File: config.mk
export PLATFORM = sky130hd
export DESIGN_NAME = button_conditioner_flat
export DESIGN_NICKNAME = d
export VERILOG_FILES = /design/src/rtl/watch_pkg.sv /design/src/rtl/button_conditioner_if.sv /design/src/rtl/btn_debounce.sv /design/src/rtl/button_conditioner.sv /design/src/flat_wrapper.sv
export SDC_FILE = /design/constraint.sdc
export NUM_CORES = 1
export LEC_CHECK = 0
export CAP_MARGIN = 10
export CORE_AREA = 8 8 135 99
export CTS_CLUSTER_DIAMETER = 80
export DETAILED_ROUTE_END_ITERATION = 10
export DIE_AREA = 0 0 143 107
export PLACE_DENSITY_LB_ADDON = 0.1
export SYNTH_ARGS = -nofsm -noshare
export SYNTH_HDL_FRONTEND = slang
export SYNTH_SLANG_ARGS = --single-unit
export TNS_END_PERCENT = 30
File: constraint.sdc
create_clock -name clk -period 2.8 [get_ports clk]
set_input_delay 0.7 -clock clk [delete_from_list [all_inputs] [get_ports clk]]
set_output_delay 0.7 -clock clk [all_outputs]
set_load 0.01 [all_outputs]
File: src/rtl/watch_pkg.sv
// Shared watch definitions: button count and the bit position of each button.
package watch_pkg;

  localparam int unsigned N_BTN     = 5;

  localparam int unsigned BTN_MODE  = 0;
  localparam int unsigned BTN_SET   = 1;
  localparam int unsigned BTN_INC   = 2;
  localparam int unsigned BTN_DEC   = 3;
  localparam int unsigned BTN_LIGHT = 4;

  function automatic int unsigned max_u(input int unsigned a, input int unsigned b);
    return (a > b) ? a : b;
  endfunction

endpackage

File: src/rtl/button_conditioner_if.sv
// Button bundle: raw inputs from the pads, conditioned level and press pulses back out.
// The slave modport is the conditioner; the master modport is whoever drives the pads.
interface button_conditioner_if #(
  parameter int unsigned Width = watch_pkg::N_BTN
);

  logic [Width-1:0] btn_raw;
  logic [Width-1:0] btn_level;
  logic [Width-1:0] btn_press;

  modport master (
    output btn_raw,
    input  btn_level,
    input  btn_press
  );

  modport slave (
    input  btn_raw,
    output btn_level,
    output btn_press
  );

endinterface

File: src/rtl/btn_debounce.sv
// Single-button conditioner: two-flop synchroniser, debounce counter, clean level and a
// one-cycle pulse in the cycle the level first reads 1.
module btn_debounce #(
  parameter int unsigned DEBOUNCE_CYCLES = 20000
) (
  input  logic clk,
  input  logic rst,
  input  logic raw_i,
  output logic level_o,
  output logic press_o
);

  localparam int unsigned    CntW    = (DEBOUNCE_CYCLES > 2) ? $clog2(DEBOUNCE_CYCLES) : 1;
  localparam logic [CntW-1:0] CntLast = CntW'(DEBOUNCE_CYCLES - 1);

  logic            sync1_d, sync1_q;
  logic            sync2_d, sync2_q;
  logic [CntW-1:0] cnt_d, cnt_q;
  logic            level_d, level_q;
  logic            press_d, press_q;

  // Next state: the counter only runs while the synchronised input disagrees with the level,
  // so any excursion shorter than DEBOUNCE_CYCLES restarts it from zero.
  always_comb begin
    sync1_d = raw_i;
    sync2_d = sync1_q;
    level_d = level_q;
    press_d = 1'b0;
    cnt_d   = '0;
    if (sync2_q != level_q) begin
      if (cnt_q == CntLast) begin
        level_d = sync2_q;
        press_d = sync2_q;
      end else begin
        cnt_d = cnt_q + CntW'(1);
      end
    end
  end

  // State registers, all cleared by the asynchronous reset.
  always_ff @(posedge clk or negedge rst) begin
    if (!rst) begin
      sync1_q <= 1'b0;
      sync2_q <= 1'b0;
      cnt_q   <= '0;
      level_q <= 1'b0;
      press_q <= 1'b0;
    end else begin
      sync1_q <= sync1_d;
      sync2_q <= sync2_d;
      cnt_q   <= cnt_d;
      level_q <= level_d;
      press_q <= press_d;
    end
  end

  assign level_o = level_q;
  assign press_o = press_q;

endmodule

File: src/rtl/button_conditioner.sv
// Front end for the raw watch buttons: one btn_debounce per button, plus optional
// auto-repeat for selected buttons when BTN_AUTOREPEAT_EN is defined.
module button_conditioner #(
  parameter int unsigned N_BTN           = watch_pkg::N_BTN,
  parameter int unsigned DEBOUNCE_CYCLES = 20000,
  parameter int unsigned REPEAT_DELAY    = 1500000,
  parameter int unsigned REPEAT_PERIOD   = 250000,
  parameter int unsigned REPEAT_MASK     = 32'b01100
) (
  input  logic                 clk,
  input  logic                 rst,
  button_conditioner_if.slave  btn
);

  // Elaboration-time sanity checks on the configuration.
  if (DEBOUNCE_CYCLES < 2) begin : g_chk_debounce
    $error("button_conditioner: DEBOUNCE_CYCLES must be at least 2");
  end
  if ((REPEAT_MASK >> N_BTN) != 0 || REPEAT_DELAY == 0 || REPEAT_PERIOD == 0) begin : g_chk_repeat
    $error("button_conditioner: bad auto-repeat configuration");
  end

  logic [N_BTN-1:0] level;
  logic [N_BTN-1:0] deb_press;

  for (genvar i = 0; i < N_BTN; i++) begin : g_btn
    btn_debounce #(
      .DEBOUNCE_CYCLES (DEBOUNCE_CYCLES)
    ) u_debounce (
      .clk     (clk),
      .rst     (rst),
      .raw_i   (btn.btn_raw[i]),
      .level_o (level[i]),
      .press_o (deb_press[i])
    );
  end

  assign btn.btn_level = level;

`ifdef BTN_AUTOREPEAT_EN
  localparam int unsigned RepMax  = watch_pkg::max_u(REPEAT_DELAY, REPEAT_PERIOD);
  localparam int unsigned RepCntW = (RepMax > 2) ? $clog2(RepMax) : 1;
  localparam logic [N_BTN-1:0]   RepMask    = N_BTN'(REPEAT_MASK);
  localparam logic [RepCntW-1:0] DelayLast  = RepCntW'(REPEAT_DELAY - 1);
  localparam logic [RepCntW-1:0] PeriodLast = RepCntW'(REPEAT_PERIOD - 1);

  logic [N_BTN-1:0][RepCntW-1:0] rep_cnt_d, rep_cnt_q;
  logic [N_BTN-1:0]              rep_first_d, rep_first_q;
  logic [N_BTN-1:0]              rep_pulse_d, rep_pulse_q;

  // Repeat timing: the counter starts at 0 in the press-pulse cycle and counts while held;
  // rep_first_q selects the initial delay versus the steady repeat period.
  always_comb begin
    rep_cnt_d   = '0;
    rep_first_d = '0;
    rep_pulse_d = '0;
    for (int i = 0; i < int'(N_BTN); i++) begin
      if (RepMask[i] && level[i]) begin
        if (rep_cnt_q[i] == (rep_first_q[i] ? PeriodLast : DelayLast)) begin
          rep_pulse_d[i] = 1'b1;
          rep_first_d[i] = 1'b1;
        end else begin
          rep_cnt_d[i]   = rep_cnt_q[i] + RepCntW'(1);
          rep_first_d[i] = rep_first_q[i];
        end
      end
    end
  end

  // Repeat state registers.
  always_ff @(posedge clk or negedge rst) begin
    if (!rst) begin
      rep_cnt_q   <= '0;
      rep_first_q <= '0;
      rep_pulse_q <= '0;
    end else begin
      rep_cnt_q   <= rep_cnt_d;
      rep_first_q <= rep_first_d;
      rep_pulse_q <= rep_pulse_d;
    end
  end

  // Gate with level so a repeat that lines up with the release cycle is dropped.
  assign btn.btn_press = deb_press | (rep_pulse_q & level);
`else
  assign btn.btn_press = deb_press;
`endif

endmodule
File: src/flat_wrapper.sv
// flat-port wrapper written by rule: the top's interface ports become plain ports
module button_conditioner_flat 
#(
  parameter int unsigned N_BTN           = watch_pkg::N_BTN,
  parameter int unsigned DEBOUNCE_CYCLES = 20000,
  parameter int unsigned REPEAT_DELAY    = 1500000,
  parameter int unsigned REPEAT_PERIOD   = 250000,
  parameter int unsigned REPEAT_MASK     = 32'b01100
)
  (clk, rst, btn_btn_raw, btn_btn_level, btn_btn_press);
  button_conditioner_if btn_i ();
  input  logic clk;
  input  logic rst;
  input wire logic [$bits(btn_i.btn_raw)-1:0] btn_btn_raw;
  output wire logic [$bits(btn_i.btn_level)-1:0] btn_btn_level;
  output wire logic [$bits(btn_i.btn_press)-1:0] btn_btn_press;
  assign btn_i.btn_raw = btn_btn_raw;
  assign btn_btn_level = btn_i.btn_level;
  assign btn_btn_press = btn_i.btn_press;
  button_conditioner #(.N_BTN(N_BTN), .DEBOUNCE_CYCLES(DEBOUNCE_CYCLES), .REPEAT_DELAY(REPEAT_DELAY), .REPEAT_PERIOD(REPEAT_PERIOD), .REPEAT_MASK(REPEAT_MASK)) u_core (.clk(clk), .rst(rst), .btn(btn_i));
endmodule
==> summary.md <==
| Metric | Value |
|---|---|
| Status | completed |
| Mapped Cells | 415 |
| Worst path required time | 2.10 ns |
| Seq/Total Area, Yosys | 54.22% |
| Hold-fix buffers, CTS | 0 |
| Setup Crit Path Kind | flop to primary output |
| # rows | 33 |
| Core ar. | 0.01135 mm2 |
| First-pass GRT wire length | 13610 um |
| IO Pins | 17 |
| Critical Path, Cell by Cell | clkdlybuf4s50_1 |
| ANT nets after route | 0 |
| GR Util All Layers | 11.00% |
| Synth Warn # | 0 |
| # DRC | 0 |
| Synth cell types | 29 |
| Buffers added on ports | 16 |
| Lkg Pwr | 2.053 nW |
| Final period utilization | 71.90% |
| Vias per inst | 4.818 |
| Clock buffer depth | 2 |
| CP endpoint kind | primary output |
| Post-Route WL | 7611 um |
| Largest net degree at the start of global routing | 46 |
| Fmax | 0.4967 GHz |
| Clock Tree Root | clkbuf_16 |
| Setup crit start kind | flop |
| Final Wtd Congestion | 0.7686 |
| Starting DRT DRC Count | 141 |
| Hold Violations, Final | 0 |
| Critical path arrival | 1.31 ns |
| P per Cell Area | 557.0 mW/mm2 |
| Number of gates resized after cts | 0 |
| Initial antenna violation count | 0 |
| CTS tree | yes |
| CTS Buf Count | 9 |
| Async SR Flop Fraction | 100.0% |
| Clock-pin slew on the worst setup and hold paths | 0.07 ns |
| Initial DRT Pass Iterations | 4 |
| Flops & latches, synth | 95 |
| Fin Hold WS | 0.3470 ns |
| Layout net count | 433 |
| Syn nets | 427 |
| Crit path max fanout | 4 |
| Initial core utilization | 38.61% |
| Synth-to-Final Area Change | 12.41% |
| DR WL/cell | 13.05 um |
| # clock sinks | 95 |
| Fin. max-slew vios | 0 |
| H-Tree Depth | 3 |
| Hold Path Class | primary input to asynchronous set/reset pin |
| Relative slew margins | 62.07% |
| Post-CTS setup buffer count | 0 |
| Vias in the first global route | 2754 |
| Top Family by Delay on Critical Path | buffers and inverters |
| CP max stage delay | 0.57 ns |
| Syn_area_per_cell | 10.56 um2 |
| GRT Residual Overflow | 0 |
| Setup Total Neg Slack | 0 ns |
| Min cycle time layout | 2.013 ns |
| Clock Latency Late Sink | 0.34 ns |
| CP bufs+invs | 1 |
| Post-synthesis instance area | 0.004384 mm2 |
| Via Count | 2809 |
| RSZ-0062 raised after global routing | false |
| Slew @ Worst Pin | 0.5690 ns |
| Max-cap violations | 0 |
| Antenna Cells | 0 |
| Worst Clk Skew | 0.005356 ns |
| Die area | 0.01530 mm2 |
| Worst ir drop on vdd | 267.4 uV |
| Share of cells above drive strength 1 | 7.042% |
| Number of synthesized flops with an enable pin | 0 |
| Endpoints failing setup | 0 |
| Top_reg_cell synth | dfrtp_1 |
| Die X-Extent | 143 um |
| Height of the die | 107 um |
| DP HPWL | 5081 um |
| Slowest-stage cell, CP | clkdlybuf4s50_1 |
cell type report:
cell class	instances	area, um2
flip-flops and latches	95	2377
fillers	1097	6426
clock inverters	5	57.56
well taps	157	196.4
repair buffers	18	185.2
inverters	7	26.28
multi-input cells	290	1843
clock buffers	11	242.7
sequential cells by signal, summed over array words and instances (netlist names):
name,flops
u_core.g_btn.u_debounce.level_o,5
u_core.g_btn.u_debounce.cnt_q,75
u_core.g_btn.u_debounce.press_o,5
u_core.g_btn.u_debounce.sync1_q,5
u_core.g_btn.u_debounce.sync2_q,5
synth_stat cells, drive strengths merged, types with 7 or more instances:
cell type,instances,area [um2]
nand2,21,78.83
buf,19,122.6
nand4,23,150.1
nor2,79,296.5
xor2,33,289.0
and4,13,113.9
nor3,14,70.07
inv,7,26.28
xnor2,36,315.3
nand3,23,125.1
dfrtp,95,2377
nor4,8,50.05
metal layers:
layer  vias up  track usage, %  part of all wire (%)  wire length (um)
met5         -               0                     0                 0
met4         0           2.948                  0.95                72
met3         6           3.995                   3.6               271
met2        27           15.95                    42              3186
met1      1352           15.11                    54              4080
li1       1424               -                     -                 -
kinds of logic after synthesis:
| group | Yosys count | share of synthesized area (%) |
|---|---|---|
| multiplexers | 5 | 1.284 |
| AO/OA/AOI/OAI | 2 | 0.2281 |
| AND/OR/NAND/NOR | 209 | 25.31 |
| buffers and inverters | 30 | 3.739 |
| flip-flops | 95 | 54.22 |
| XOR/XNOR | 69 | 13.78 |
| adder cells (fa/ha/maj) | 5 | 1.427 |
cell usage in the layout, fill, tap and decap left out, types with 9 or more instances in the layout:
cell type and instances:
dfrtp_1 95, nor2_1 79, xnor2_1 36, xor2_1 33, nand4_1 22, nand2_1 21
nand3_1 21, clkdlybuf4s50_1 15, nor3_1 14, and4_1 13, clkbuf_16 9
where the power goes:
| part | internal, mW | switching, mW |
|---|---|---|
| Clock | 0.717 | 0.511 |
| Combinational | 0.0331 | 0.0637 |
| Sequential | 1.40 | 0.0231 |
| Total | 2.15 | 0.598 |
metrics by stage:
stage	worst slack, ns	utilization (%)	instance area, um2	power, mW	std cells
after detailed placement	0.9267	40.76	4628	1.547	567
final	0.7868	43.41	4928	2.745	583
after global placement	0.9442	40.76	4628	1.545	567
after CTS	0.7631	43.41	4928	2.799	583
after global routing	0.7176	43.41	4928	2.869	583
after floorplan	1.287	-	4384	1.491	415
final timing paths:
kind,start,end,slack [ns],depth (start not counted)
setup reg to reg,u_core.g_btn[0].u_debounce.cnt_q[0],u_core.g_btn[0].u_debounce.cnt_q[11],0.93,5
max in group asynchronous,rst,u_core.g_btn[0].u_debounce.cnt_q[14],1.84,2
setup / recovery,u_core.g_btn[4].u_debounce.level_o,btn_btn_level[4],0.79,1
hold / removal,rst,u_core.g_btn[1].u_debounce.cnt_q[6],0.35,1
hold reg to reg,u_core.g_btn[4].u_debounce.sync1_q,u_core.g_btn[4].u_debounce.sync2_q,0.35,0
min in group clk,u_core.g_btn[4].u_debounce.sync1_q,u_core.g_btn[4].u_debounce.sync2_q,0.35,0
Power figures use the tool's default switching activity.
==> edit 1: new RTL, config.mk and constraints unchanged <==
Build with the macro `BTN_AUTOREPEAT_EN` defined.
--- a/src/rtl/button_conditioner.sv
+++ b/src/rtl/button_conditioner.sv
@@ -1,5 +1,7 @@
 // Front end for the raw watch buttons: one btn_debounce per button, plus optional
 // auto-repeat for selected buttons when BTN_AUTOREPEAT_EN is defined.
+`define BTN_AUTOREPEAT_EN
+
 module button_conditioner #(
   parameter int unsigned N_BTN           = watch_pkg::N_BTN,
   parameter int unsigned DEBOUNCE_CYCLES = 20000,
Function: same outputs for any inputs over 10 cycles, from zero or initial values and one cycle with rst low; that may be too few to reach the edited logic, so the function may still have changed.
==> edit 1 against the unedited design <==
- area after synthesis rose by 53%
- final area rose by 55%
- via count is 72% higher
- wire length is 66% higher
- largest power group is now the clock network
- total power is 68% higher
- sequential cell count increased by 46
- worst setup slack lost 0.26 ns
==> edit 1: results (changes against the unedited design) <==
status: "finished, final reports clean"
cts_made_buffers: 17  # +8
worst_slew_pin_slew_ns: 0.5118  # -0.05719 ns
final_nets: 683  # +58%
grt_use_met3: 0.03862  # -0.001332
ctsHtreeMaxLevel: 4  # +1
syn_nets: 672  # +57%
post-dp-hpwl_um: 8445  # +66%
reg2reg_setup_slack_ns: 0.66  # -0.27 ns
routabilityCongestion: 0.7931  # +3.2%
peakVddDrop_v: 0.0004830  # +81%
wl_met2_um: 5772  # +81%
track_usage: 0.1767  # +0.06672
synth.area.top_cells: "dfrtp_1 (53%), xor2_1 (6.4%), nor2_1 (5.3%), xnor2_1 (4.7%), nand4_1 (3.9%)"
critical-path-max-stage-delay_ns: 0.53  # -0.04 ns
dr_total_vias: 4844  # +72%
r2r_end: "u_core.rep_cnt_q[83]"
seq_area_frac_synth: 0.5273  # -0.01494
instances_no_fill: 839  # +44%
placed_cells: 807  # +42%
drt_iter0_markers: 204  # +45%
insertion_delay_ns: 0.41  # +0.07 ns
syn_inst: 658  # +59%
fin_hold_ws_ns: 0.2015  # -0.1455 ns
cp.arrival_ns: 1.57  # +0.26 ns
grt_first_pass_wirelength_um: 21960  # +61%
r2r_start: "u_core.rep_cnt_q[63]"
yosysTopAreaCellShare: 0.5273  # -0.01494
## edit 1: cell types whose count changed in the layout (fill, tap and decap cells not counted), moves of 9 or more
cell / before / now
xor2_1: 33 / 49
nand2_1: 21 / 31
and2_1: 0 / 10
dfrtp_1: 95 / 141
a21oi_1: 1 / 23
and3_1: 4 / 13
nor2_1: 79 / 95
or3_1: 2 / 24
nand4_1: 22 / 42
nand3_1: 21 / 37
o21ai_0: 1 / 22
nor4bb_1: 1 / 10
## edit 1: power by group
part / total (mW) / internal, mW / switching (mW)
Sequential: 2.08 / 2.06 / 0.0207
Combinational: 0.110 / 0.0348 / 0.0750
Clock: 2.42 / 1.57 / 0.854
Total: 4.62 / 3.67 / 0.949
## edit 1: critical path, delay by kind of cell (launching register included)
family                 cells  cell delay [ns]
AO/OA/AOI/OAI              1             0.15
flip-flops                 1             0.48
buffers and inverters      1             0.53
## edit 1: stage by stage
step           setup WS (ns)  power [mW]
2_1_floorplan         0.8301       2.164
3_3_place_gp          0.7673       2.230
3_5_place_dp          0.6762       2.234
4_1_cts               0.4919       4.673
5_1_grt               0.4512       4.761
6_report              0.5251       4.615
## edit 1: cells by family after synthesis
group                      share of synthesized area
DFF                                           0.5273
xor gates and xnor gates                      0.1113
and+or+nand+nor                               0.2663
adders and majority gates                    0.01309
buffers and inverters                        0.02749
muxes                                       0.009910
AOI/OAI and AO/OA                            0.04469
## edit 1: final cells by class
| class | count | area [sq um] | share of cell area |
|---|---|---|---|
| clock inverter | 12 | 185.2 | 0.02429 |
| sequential | 141 | 3528 | 0.4629 |
| multi-input combinational | 477 | 2989 | 0.3922 |
| timing repair buffer | 22 | 219.0 | 0.02873 |
| clock buffer | 20 | 466.7 | 0.06123 |
| tap | 157 | 196.4 | 0.02577 |
| inverter | 10 | 37.54 | 0.004924 |
==> edit 2: new RTL, config.mk and constraints unchanged <==
Made on the original files. Set the package constant `N_BTN` to 6 (it was 5).
--- a/src/rtl/watch_pkg.sv
+++ b/src/rtl/watch_pkg.sv
@@ -1,7 +1,7 @@
 // Shared watch definitions: button count and the bit position of each button.
 package watch_pkg;
 
-  localparam int unsigned N_BTN     = 5;
+  localparam int unsigned N_BTN     = 6;
 
   localparam int unsigned BTN_MODE  = 0;
   localparam int unsigned BTN_SET   = 1;
Interface: changed (resized btn_btn_level, btn_btn_press and btn_btn_raw); port bits go from 17 to 20. No check against the original RTL was run, so the function may have changed too.
==> edit 2 against the unedited design <==
- cell count grew 17%
- sequential cell count grew 19
- fmax decreased by 2.9%
- sequential share of layout area is 1.6 points lower
- area after synthesis rose by 20%
- worst setup slack got worse by 0.059 ns
- wire length up 17%
- final area grew 24%
- critical path depth stayed put
- total power grew 45%
==> edit 2: results (changes against the unedited design) <==
status: "finished, final reports clean"
p_int_mw: 3.171  # +48%
cp_max_fo: 4  # unchanged
cts_buffer_depth: 2  # unchanged
dr_total_vias: 3440  # +22%
r2r_start: "u_core.g_btn[4].u_debounce.cnt_q[0]"
grt_first_pass_wirelength_um: 15860  # +17%
rr_worst_depth: 5  # unchanged
io_buffers: 19  # +3
dpl_cell_area_sq_mm: 0.005518  # +19%
nFillCells: 963  # -12%
slowest_stage: "clkdlybuf4s50_1"
placed_cells: 651  # +15%
totalWireLength_um: 8881  # +17%
cts_made_buffers: 17  # +8
multiInputGateArea_sq_mm: 0.002212  # +20%
fin_worst_skew_ns: 0.004907  # -0.0004491 ns
peakVddDrop_v: 0.0004389  # +64%
drt_iter0_markers: 203  # +44%
synth_common_cells: "dfrtp_1 (114), nor2_1 (95), xor2_1 (42)"
syn_nets: 512  # +20%
async_flop_share: 1.000  # unchanged
seq_area_frac_synth: 0.5427  # about the same
path_clk_slew_ns: 0.05  # -0.02 ns
largest-register: "u_core.g_btn.u_debounce.cnt_q"
via_per_inst: 5.051  # +4.8%
antenna_found_initial: 0  # unchanged
pwr-share-clk: 0.541  # +0.094
routabilityCongestion: 0.7958  # +3.5%
place_ws_ns: 0.9724  # +0.04574 ns
largest_reg_flops: 90  # +20%
track_usage: 0.1297  # +0.01972
fin_hold_ws_ns: 0.2466  # -0.1004 ns
powerComb_mw: 0.114  # +18%
drive_above_1_share: 0.08779  # +0.01736
p_leak_nw: 2.574  # +25%
first_pass_iters: 5  # +1
synth.area.top_cells: "dfrtp_1 (54%), xor2_1 (7.0%), xnor2_1 (6.8%), nor2_1 (6.8%), nand4_1 (3.5%)"
post_cts_buffers: 0  # unchanged
final_nets: 527  # +22%
post-dp-hpwl_um: 6203  # +22%
worst_slew_pin_slew_ns: 0.5573  # -0.01170 ns
grt_pass1_vias: 3346  # +21%
clock-root-buffer: "clkbuf_16"
r2r_end: "u_core.g_btn[4].u_debounce.cnt_q[9]"
reg2reg_setup_slack_ns: 0.96  # +0.03 ns
post_synth_num_cell_types: 30  # +3.4%
maxCapViolCount: 0  # unchanged
syn_inst: 498  # +20%
grt_max_degree: 60  # +30%
ctsHtreeMaxLevel: 4  # +1
insertion_delay_ns: 0.40  # +0.06 ns
p_sw_mw: 0.8032  # +34%
[edit 2: changes by cell type in the layout (fill, tap and decap cells not counted), moves of 3 or more]
cell	delta
nor2_1	+16
nand3_1	+6
nor4_1	+4
clkbuf_16	+8
xnor2_1	+5
nand2_1	+3
dfrtp_1	+19
xor2_1	+9
clkdlybuf4s50_1	+3
nand4_1	+7
[edit 2: cell families (layout without fill, tap and decap cells)]
group                    count (synthesis)  count (layout)  synth area share
buffers and inverters                   35              61           0.03642
flip-flops                             114             114            0.5427
AND/OR/NAND/NOR                        252             252            0.2535
multiplexers                             6               6           0.01285
AO/OA/AOI/OAI                            2               2          0.001902
adder cells (fa/ha/maj)                  6               6           0.01428
XOR/XNOR                                83              83            0.1383
[edit 2: how the worst max path moves through the flow]
stage,slack (ns),cells after the start,endpoint,start
finish,0.73,1,btn_btn_level[1],u_core.g_btn[1].u_debounce.level_o
global route,0.66,1,btn_btn_level[5],u_core.g_btn[5].u_debounce.level_o
CTS,0.70,1,btn_btn_level[5],u_core.g_btn[5].u_debounce.level_o
detailed placement,0.97,5,u_core.g_btn[0].u_debounce.cnt_q[5],u_core.g_btn[0].u_debounce.cnt_q[0]
global placement,1.01,5,u_core.g_btn[0].u_debounce.cnt_q[3],u_core.g_btn[0].u_debounce.cnt_q[0]
floorplan,1.29,7,u_core.g_btn[3].u_debounce.cnt_q[10],u_core.g_btn[3].u_debounce.cnt_q[0]
[edit 2: metal layers]
metal	wire (um)	track usage
met5	0	0
met4	66	0.04913
met3	353	0.04261
met2	3635	0.1788
met1	4826	0.1843
[edit 2: cell type report]
cell class	count	area share
Sequential cell	114	0.4663
Multi-Input combinational cell	349	0.3616
Inverter	9	0.005521
Clock buffer	20	0.07628
Clock inverter	10	0.02188
Timing Repair Buffer	22	0.03640
Tap cell	157	0.03211
